## src/rtl/intra16_sad_sched.sv

```systemverilog
// Intra 16x16 SAD sequencer: streams V/H/DC residual rows, accumulates per-mode SAD
// and picks the cheapest mode (ties favour the lower mode number).
//   state   | meaning
//   S_IDLE  | waiting for start
//   S_RUN   | issuing one row read per cycle for each enabled mode
//   S_DRAIN | absorbing the last returned row
//   S_DONE  | results published, done pulse
module intra16_sad_sched #(
    parameter int RES_W = 9,
    parameter int SAD_W = 16
) (
    input  logic                 clk,
    input  logic                 reset,
    input  logic                 start,
    input  logic                 top_avail,
    input  logic                 left_avail,
    output logic                 rd_en,
    output logic [1:0]           rd_mode,
    output logic [3:0]           rd_row,
    input  logic [16*RES_W-1:0]  rd_data,
    output logic                 busy,
    output logic                 done,
    output logic [1:0]           best_mode,
    output logic [SAD_W-1:0]     best_sad,
    output logic [SAD_W-1:0]     sad_v,
    output logic [SAD_W-1:0]     sad_h,
    output logic [SAD_W-1:0]     sad_dc
);

    localparam logic [1:0] S_IDLE  = 2'd0;
    localparam logic [1:0] S_RUN   = 2'd1;
    localparam logic [1:0] S_DRAIN = 2'd2;
    localparam logic [1:0] S_DONE  = 2'd3;

    localparam logic [1:0] M_V  = 2'd0;
    localparam logic [1:0] M_H  = 2'd1;
    localparam logic [1:0] M_DC = 2'd2;

    localparam int ROW_W = RES_W + 3;
    localparam logic [RES_W-1:0] NEG_MAX  = {1'b1, {(RES_W-1){1'b0}}};
    localparam logic [SAD_W-1:0] SAD_NONE = '1;

    logic [1:0]       state;
    logic             top_en, left_en;
    logic             pend_vld;
    logic [1:0]       pend_mode;
    logic [SAD_W-1:0] acc_v, acc_h, acc_dc;
    logic [SAD_W-1:0] nxt_v, nxt_h, nxt_dc;
    logic [SAD_W-1:0] res_v, res_h, res_dc;
    logic [SAD_W-1:0] sel_sad;
    logic [1:0]       sel_mode;
    logic [1:0]       first_mode, next_mode;
    logic [ROW_W-1:0] row_sum;
    logic [RES_W-1:0] smp;
    logic [RES_W-2:0] mag;

    // |x| with -2^(RES_W-1) clamped so the magnitude always fits RES_W-1 bits
    always_comb begin
        row_sum = '0;
        smp     = '0;
        mag     = '0;
        for (int k = 0; k < 16; k++) begin
            smp = rd_data[k*RES_W +: RES_W];
            if (smp == NEG_MAX)
                mag = '1;
            else if (smp[RES_W-1])
                mag = ~smp[RES_W-2:0] + {{(RES_W-2){1'b0}}, 1'b1};
            else
                mag = smp[RES_W-2:0];
            row_sum = row_sum + {4'b0000, mag};
        end
    end

    always_comb begin
        nxt_v  = acc_v;
        nxt_h  = acc_h;
        nxt_dc = acc_dc;
        if (pend_vld) begin
            case (pend_mode)
                M_V:     nxt_v  = acc_v  + SAD_W'(row_sum);
                M_H:     nxt_h  = acc_h  + SAD_W'(row_sum);
                M_DC:    nxt_dc = acc_dc + SAD_W'(row_sum);
                default: ;
            endcase
        end
    end

    always_comb begin
        first_mode = top_avail ? M_V : (left_avail ? M_H : M_DC);
        next_mode  = (rd_mode == M_V && left_en) ? M_H : M_DC;
    end

    // A disabled mode reports all-ones, which no real SAD (max 65280) can reach
    always_comb begin
        res_v    = top_en  ? nxt_v : SAD_NONE;
        res_h    = left_en ? nxt_h : SAD_NONE;
        res_dc   = nxt_dc;
        sel_mode = M_V;
        sel_sad  = res_v;
        if (res_h < sel_sad) begin
            sel_mode = M_H;
            sel_sad  = res_h;
        end
        if (res_dc < sel_sad) begin
            sel_mode = M_DC;
            sel_sad  = res_dc;
        end
    end

    always_ff @(posedge clk) begin
        if (reset) begin
            state     <= S_IDLE;
            top_en    <= 1'b0;
            left_en   <= 1'b0;
            pend_vld  <= 1'b0;
            pend_mode <= M_V;
            acc_v     <= '0;
            acc_h     <= '0;
            acc_dc    <= '0;
            rd_en     <= 1'b0;
            rd_mode   <= M_V;
            rd_row    <= '0;
            busy      <= 1'b0;
            done      <= 1'b0;
            best_mode <= M_DC;
            best_sad  <= '0;
            sad_v     <= '0;
            sad_h     <= '0;
            sad_dc    <= '0;
        end else begin
            pend_vld  <= rd_en;
            pend_mode <= rd_mode;
            done      <= 1'b0;
            acc_v     <= nxt_v;
            acc_h     <= nxt_h;
            acc_dc    <= nxt_dc;
            case (state)
                S_IDLE: begin
                    if (start) begin
                        top_en  <= top_avail;
                        left_en <= left_avail;
                        acc_v   <= '0;
                        acc_h   <= '0;
                        acc_dc  <= '0;
                        rd_en   <= 1'b1;
                        rd_mode <= first_mode;
                        rd_row  <= '0;
                        busy    <= 1'b1;
                        state   <= S_RUN;
                    end
                end
                S_RUN: begin
                    if (rd_row == 4'd15) begin
                        rd_row <= '0;
                        if (rd_mode == M_DC) begin
                            rd_en   <= 1'b0;
                            rd_mode <= M_V;
                            state   <= S_DRAIN;
                        end else begin
                            rd_mode <= next_mode;
                        end
                    end else begin
                        rd_row <= rd_row + 4'd1;
                    end
                end
                S_DRAIN: begin
                    busy      <= 1'b0;
                    done      <= 1'b1;
                    sad_v     <= res_v;
                    sad_h     <= res_h;
                    sad_dc    <= res_dc;
                    best_mode <= sel_mode;
                    best_sad  <= sel_sad;
                    state     <= S_DONE;
                end
                default: state <= S_IDLE;
            endcase
        end
    end

endmodule

```

## config.mk

```make
export PLATFORM = sky130hd
export DESIGN_NAME = intra16_sad_sched
export DESIGN_NICKNAME = d
export VERILOG_FILES = /design/src/rtl/intra16_sad_sched.sv
export SDC_FILE = /design/constraint.sdc
export NUM_CORES = 1
export LEC_CHECK = 0
export ABC_AREA = 1
export ABC_CLOCK_PERIOD_IN_PS = 24700
export CAP_MARGIN = 40
export CORE_AREA = 4 4 157 159
export DETAILED_ROUTE_END_ITERATION = 12
export DIE_AREA = 0 0 161 163
export PLACE_DENSITY = 0.86
export SLEW_MARGIN = 0
export SYNTH_ARGS = -nofsm -noshare
export SYNTH_HDL_FRONTEND = slang
export SYNTH_SLANG_ARGS = --single-unit
```

## constraint.sdc

```tcl
create_clock -name clk -period 24.7 [get_ports clk]
set_input_delay 7.41 -clock clk [delete_from_list [all_inputs] [get_ports clk]]
set_output_delay 7.41 -clock clk [all_outputs]
set_load 0.03 [all_outputs]
```

==> flow_summary.ini, run 1 <==
[sta]
skew_ns = 0.0121
hold_viol_final = 0
relSlewSlack_pct = 50.0
period_needed_ns = 19.47
setup_tns_ns = 0
final_max_slew_viol_count = 0
rsz0062_at_grt = no
whs_ns = 0.472
worst_slew_pin_slew_ns = 0.742
setup_violations = 0
max_freq_mhz = 51.4
post-route-period-util_pct = 78.8

[worst_setup_path]
critPathCaptureType = flip-flop
reg2reg_to = best_sad[8]
critPathCapture = best_sad[8]
rr_startpoint = acc_h[0]
slowest_delay_ns = 0.70
worst_path_most_repeated_cell = inv_1
reg2regPathDepth = 30
worstSetupPathType = in2reg
path_max_fanout = 32
regToRegSetupSlack_ns = 18.39
slowest_stage = o21ai_0
cp-start-kind = input port
critPathArrivalTime_ns = 19.82
crit_path_start = rd_data[81]
required_ns = 25.05

[detailed_routing]
wire_per_inst_um = 16.0
antenna_left = 0
vias = 13500
dr.first_iter.drc_count = 1068
vias_per_cell = 5.38
firstDrtPassIters = 6
finalWirelength_mm = 40.3
drcViolationCount = 0

[grt]
grt_use_total_pct = 30.7
grt_pass1_wl_mm = 65.8
grt_overflow = 0
grt_max_degree = 83
grt_pass1_vias = 13600
antenna_found_initial = 0

[floorplanning]
die_w_um = 161
core_um2 = 23300
dieArea_um2 = 26200
die_y_um = 163
rows = 56
start_util_pct = 59.2
ios = 224

[synth]
synth_commonest_cells = 391 x inv_1, 376 x nand2_1, 185 x nor2_1, 134 x o21ai_0, 130 x dfxtp_1
yosysWarnings = 0
async_flop_share_pct = 0
synth_cell_types = 42
syn-instance-count = 1977
avgSynthCellArea_um2 = 6.96
synth_area_leaders = dfxtp_1 19%, fa_1 16%, inv_1 11%
synth_flop_cell = dfxtp_1
yosysTopAreaCell = dfxtp_1
synth_edf_count = 0
seq_area_frac_synth_pct = 18.9
synth.top_cell.area_share_pct = 18.9
netlist_area_um2 = 13800
syn-num-nets = 2344
synth-seq-cells = 130
synth.most_common_cell = inv_1

[outcome]
status = finished, final reports clean

[place]
dp_hpwl_mm = 32.9
gp_congestion = 0.931
placement.io_buffers = 223
dpl_cell_area_um2 = 16300

[layout]
final_cell_area_um2 = 16900
diodes = 0
syn2layout_area_growth_pct = 23.0
nets = 2550
fin_util_pct = 72.8
drive_gt1_share_pct = 3.19

[clock_network]
cts_tree = done
ctsHoldBuffers = 0
cts_resized = 0
clk_pin_slew_ns = 0.07
cts-htree-levels = 4
insertion_delay_ns = 0.42
clk_path_buf_depth = 2
cts_buffers = 17
cts_num_sinks = 130
post_cts_buffers = 0
cts_root_buffer = clkbuf_16

[run]
maxCapViolations = 0

[worst_hold_path]
hold_class = reg2reg
==> logic make-up after synthesis <==
group | Yosys count | synth area share [%]
compound gates | 338 | 14.0
flops | 130 | 18.9
fa+ha+maj | 218 | 25.9
mux | 1 | 0.0727
simple gates | 771 | 24.1
buf+inv | 442 | 12.2
xor+xnor | 77 | 4.90
==> how the worst min path moves through the flow <==
stage | end | depth (start not counted) | startpoint | slack [ns]
after floorplan | acc_h[0] | 2 | acc_h[0] | 0.47
after global routing | best_sad[2] | 2 | best_sad[2] | 0.50
after CTS | best_sad[4] | 2 | best_sad[4] | 0.47
after detailed placement | pend_vld | 2 | rd_en | 0.46
final | best_sad[4] | 2 | best_sad[4] | 0.47
after global placement | sad_dc[13] | 2 | sad_dc[13] | 0.46
==> metal layers <==
metal	wire, um	global-route usage, %
met1	16500	37.3
met2	19400	53.3
met3	2470	4.94
met4	1970	14.7
met5	0	0
==> area by class of cell <==
| type | count | area (um^2) |
|---|---|---|
| inverter | 396 | 1490 |
| multi-input combinational | 1405 | 9490 |
| fill | 1868 | 6330 |
| sequential | 130 | 2600 |
| timing repair buffer | 233 | 2340 |
| tap | 319 | 399 |
| clock buffer | 18 | 439 |
| clock inverter | 14 | 170 |
==> flip-flops by register name, indices dropped and copies added (netlist names), 4 cells and up <==
| name | flops |
|---|---|
| acc_v | 16 |
| sad_dc | 16 |
| sad_v | 16 |
| sad_h | 16 |
| acc_h | 16 |
| best_sad | 16 |
| acc_dc | 16 |
| rd_row | 4 |
==> metrics by stage <==
step	instances	setup slack, ns
after floorplan	1977	6.99
after global placement	2479	5.00
after detailed placement	2483	5.02
after CTS	2515	5.38
after global routing	2515	4.18
final	2515	5.23
==> critical path: cells and delay by family <==
family	cells	cell delay, ns
xor+xnor	2	0.72
buf+inv	12	1.57
fa+ha+maj	12	4.62
compound gates	12	2.56
simple gates	17	2.93
==> cell usage in the layout (no fill, tap or decap), types with 4 or more instances in the layout <==
cell,synthesis,final
inv_1,391,391
nand2_1,376,376
clkdlybuf4s50_1,0,223
nor2_1,185,185
o21ai_0,134,134
dfxtp_1,130,130
a21oi_1,112,112
fa_1,111,111
ha_1,107,106
nand3_1,84,84
nor3_1,54,53
xor2_1,48,48
o211ai_1,39,39
xnor2_1,29,29
clkbuf_16,0,17
nand4_1,15,15
nor3b_1,13,13
a211oi_1,11,11
nor4_1,10,10
nand3b_1,10,10
or2_2,9,9
o21a_1,9,9
a21o_1,8,8
a31oi_1,8,8
nand3_2,6,6
buf_4,1,6
o21bai_1,5,5
or3_1,4,4
inv_6,0,4
Power of run 1 is not shown: default switching activity piles up to over one toggle a cycle in this logic, so the estimate is an artifact.
==> run 2, diff against run 1 <==
ABC_CLOCK_PERIOD_IN_PS = 17260   (was 24700)
CORE_AREA = 4 4 171 173   (was 4 4 157 159)
DIE_AREA = 0 0 175 177   (was 0 0 161 163)
PLACE_DENSITY = 0.77   (was 0.86)
clock period = 17.26 ns   (was 24.7 ns; I/O delays follow)
==> run 2 against run 1 <==
Clock-buffer cell count is the same. Clock skew down 0.0050 ns. First-iteration DRC count shrank 7.7%. Design area rose by 0.81%. Hold slack about the same. Utilization decreased by 11 points. Register-to-register slack got worse by 7.0 ns. Critical path depth up 2. Sequential cell count did not move. Largest cell class unchanged.
==> flow_summary.ini, run 2 (same netlist as run 1, synthesis figures left out) <==
[worst_setup_path]
slowest_delay_ns = 0.60
critPathArrivalTime_ns = 16.70
slowest_stage = fa_1
worstSetupPathType = in2reg
worst_path_most_repeated_cell = inv_1
crit_path_start = rd_data[63]
rr_startpoint = acc_h[0]
path_max_fanout = 32
required_ns = 17.60
cp-start-kind = input port
cp_top_family = adder cells
critPathCaptureType = flip-flop
critPathBufInv = 11

[place]
dp_hpwl_mm = 32.3
gp_congestion = 0.955
placement.io_buffers = 223
place_ws_ns = 0.331

[grt]
grt_pass1_vias = 13000
grt_overflow = 0
grt_pass1_wl_mm = 65.0
antenna_found_initial = 0
grt_max_degree = 84
grt_use_total_pct = 25.4

[floorplanning]
rows = 61
ios = 224
core_um2 = 27600
die_w_um = 175
start_util_pct = 49.8
die_y_um = 177
dieArea_um2 = 31000

[detailed_routing]
drcViolationCount = 0
antenna_left = 0
vias_per_cell = 5.19
finalWirelength_mm = 39.3
firstDrtPassIters = 6
dr.first_iter.drc_count = 986
vias = 13400
wire_per_inst_um = 15.3

[layout]
final_cell_mix = 391 x inv_1, 376 x nand2_1, 223 x clkdlybuf4s50_1, 185 x nor2_1, 130 x dfxtp_1
syn2layout_area_growth_pct = 24.0
fillers = 2508
final_common_cell = inv_1
diodes = 0
multi_input_area_um2 = 9510
drive_gt1_share_pct = 3.32
regArea_um2 = 2600
nets = 2551

[clock_network]
cts_resized = 0
cts_tree = done
clk_path_buf_depth = 2
cts-htree-levels = 4
cts_buffers = 17
cts_num_sinks = 130
ctsHoldBuffers = 0
insertion_delay_ns = 0.42
cts_root_buffer = clkbuf_16
clk_pin_slew_ns = 0.06
post_cts_buffers = 0

[run]
maxCapViolations = 0

[sta]
setup_violations = 0
hold_viol_final = 0
post-route-period-util_pct = 94.7
worst_slew_pin_slew_ns = 0.721
skew_ns = 0.00705
final_max_slew_viol_count = 0
relSlewSlack_pct = 50.6
max_freq_mhz = 61.2
period_needed_ns = 16.35
finalWorstSetupSlack_ns = 0.909

[outcome]
status = finished, final reports clean

[worst_hold_path]
hold_class = reg2reg
holdCritStartpoint = best_sad[4]
[run 2: worst paths after layout]
check                     end  slack (ns)  depth (start not counted)
setup / recovery  best_sad[0]        0.91                         57
hold reg to reg   best_sad[4]        0.47                          2
setup reg to reg  best_sad[0]       11.40                         31
hold / removal    best_sad[4]        0.47                          2
[run 2: worst register-to-register path, delay by kind of cell (launching register included)]
| family | cells | cell delay [ns] |
|---|---|---|
| compound gates | 12 | 2.03 |
| simple gates | 11 | 1.46 |
| fa+ha+maj | 4 | 1.24 |
| buf+inv | 3 | 0.43 |
| flops | 1 | 0.34 |
| xor+xnor | 1 | 0.27 |
[run 2: layout make-up]
class / count / area share, %
Multi-Input combinational cell: 1405 / 55.7
Sequential cell: 130 / 15.3
Inverter: 396 / 8.71
Clock buffer: 18 / 2.57
Clock inverter: 14 / 1.18
Tap cell: 378 / 2.77
Timing Repair Buffer: 234 / 13.8
[run 2: metrics by stage]
stage	setup TNS (ns)	utilization [%]	hold slack [ns]	area [um^2]	std cells
finish	0	61.8	0.472	17100	2575
global route	-0.000547	61.8	0.495	17100	2575
global placement	0	59.2	0.453	16300	2541
floorplan	0	-	0.465	13800	1977
CTS	0	61.7	0.473	17000	2575
detailed placement	0	59.4	0.457	16400	2543
[run 2: per-layer routing]
layer  track usage, %  wire (um)  vias up
li1                 -          -     6696
met1             33.6      17100     6150
met2             42.8      18600      463
met3             4.51       2570       61
met4             7.53       1070        0
met5                0          0        -
Power of run 2 is left out for the same reason.
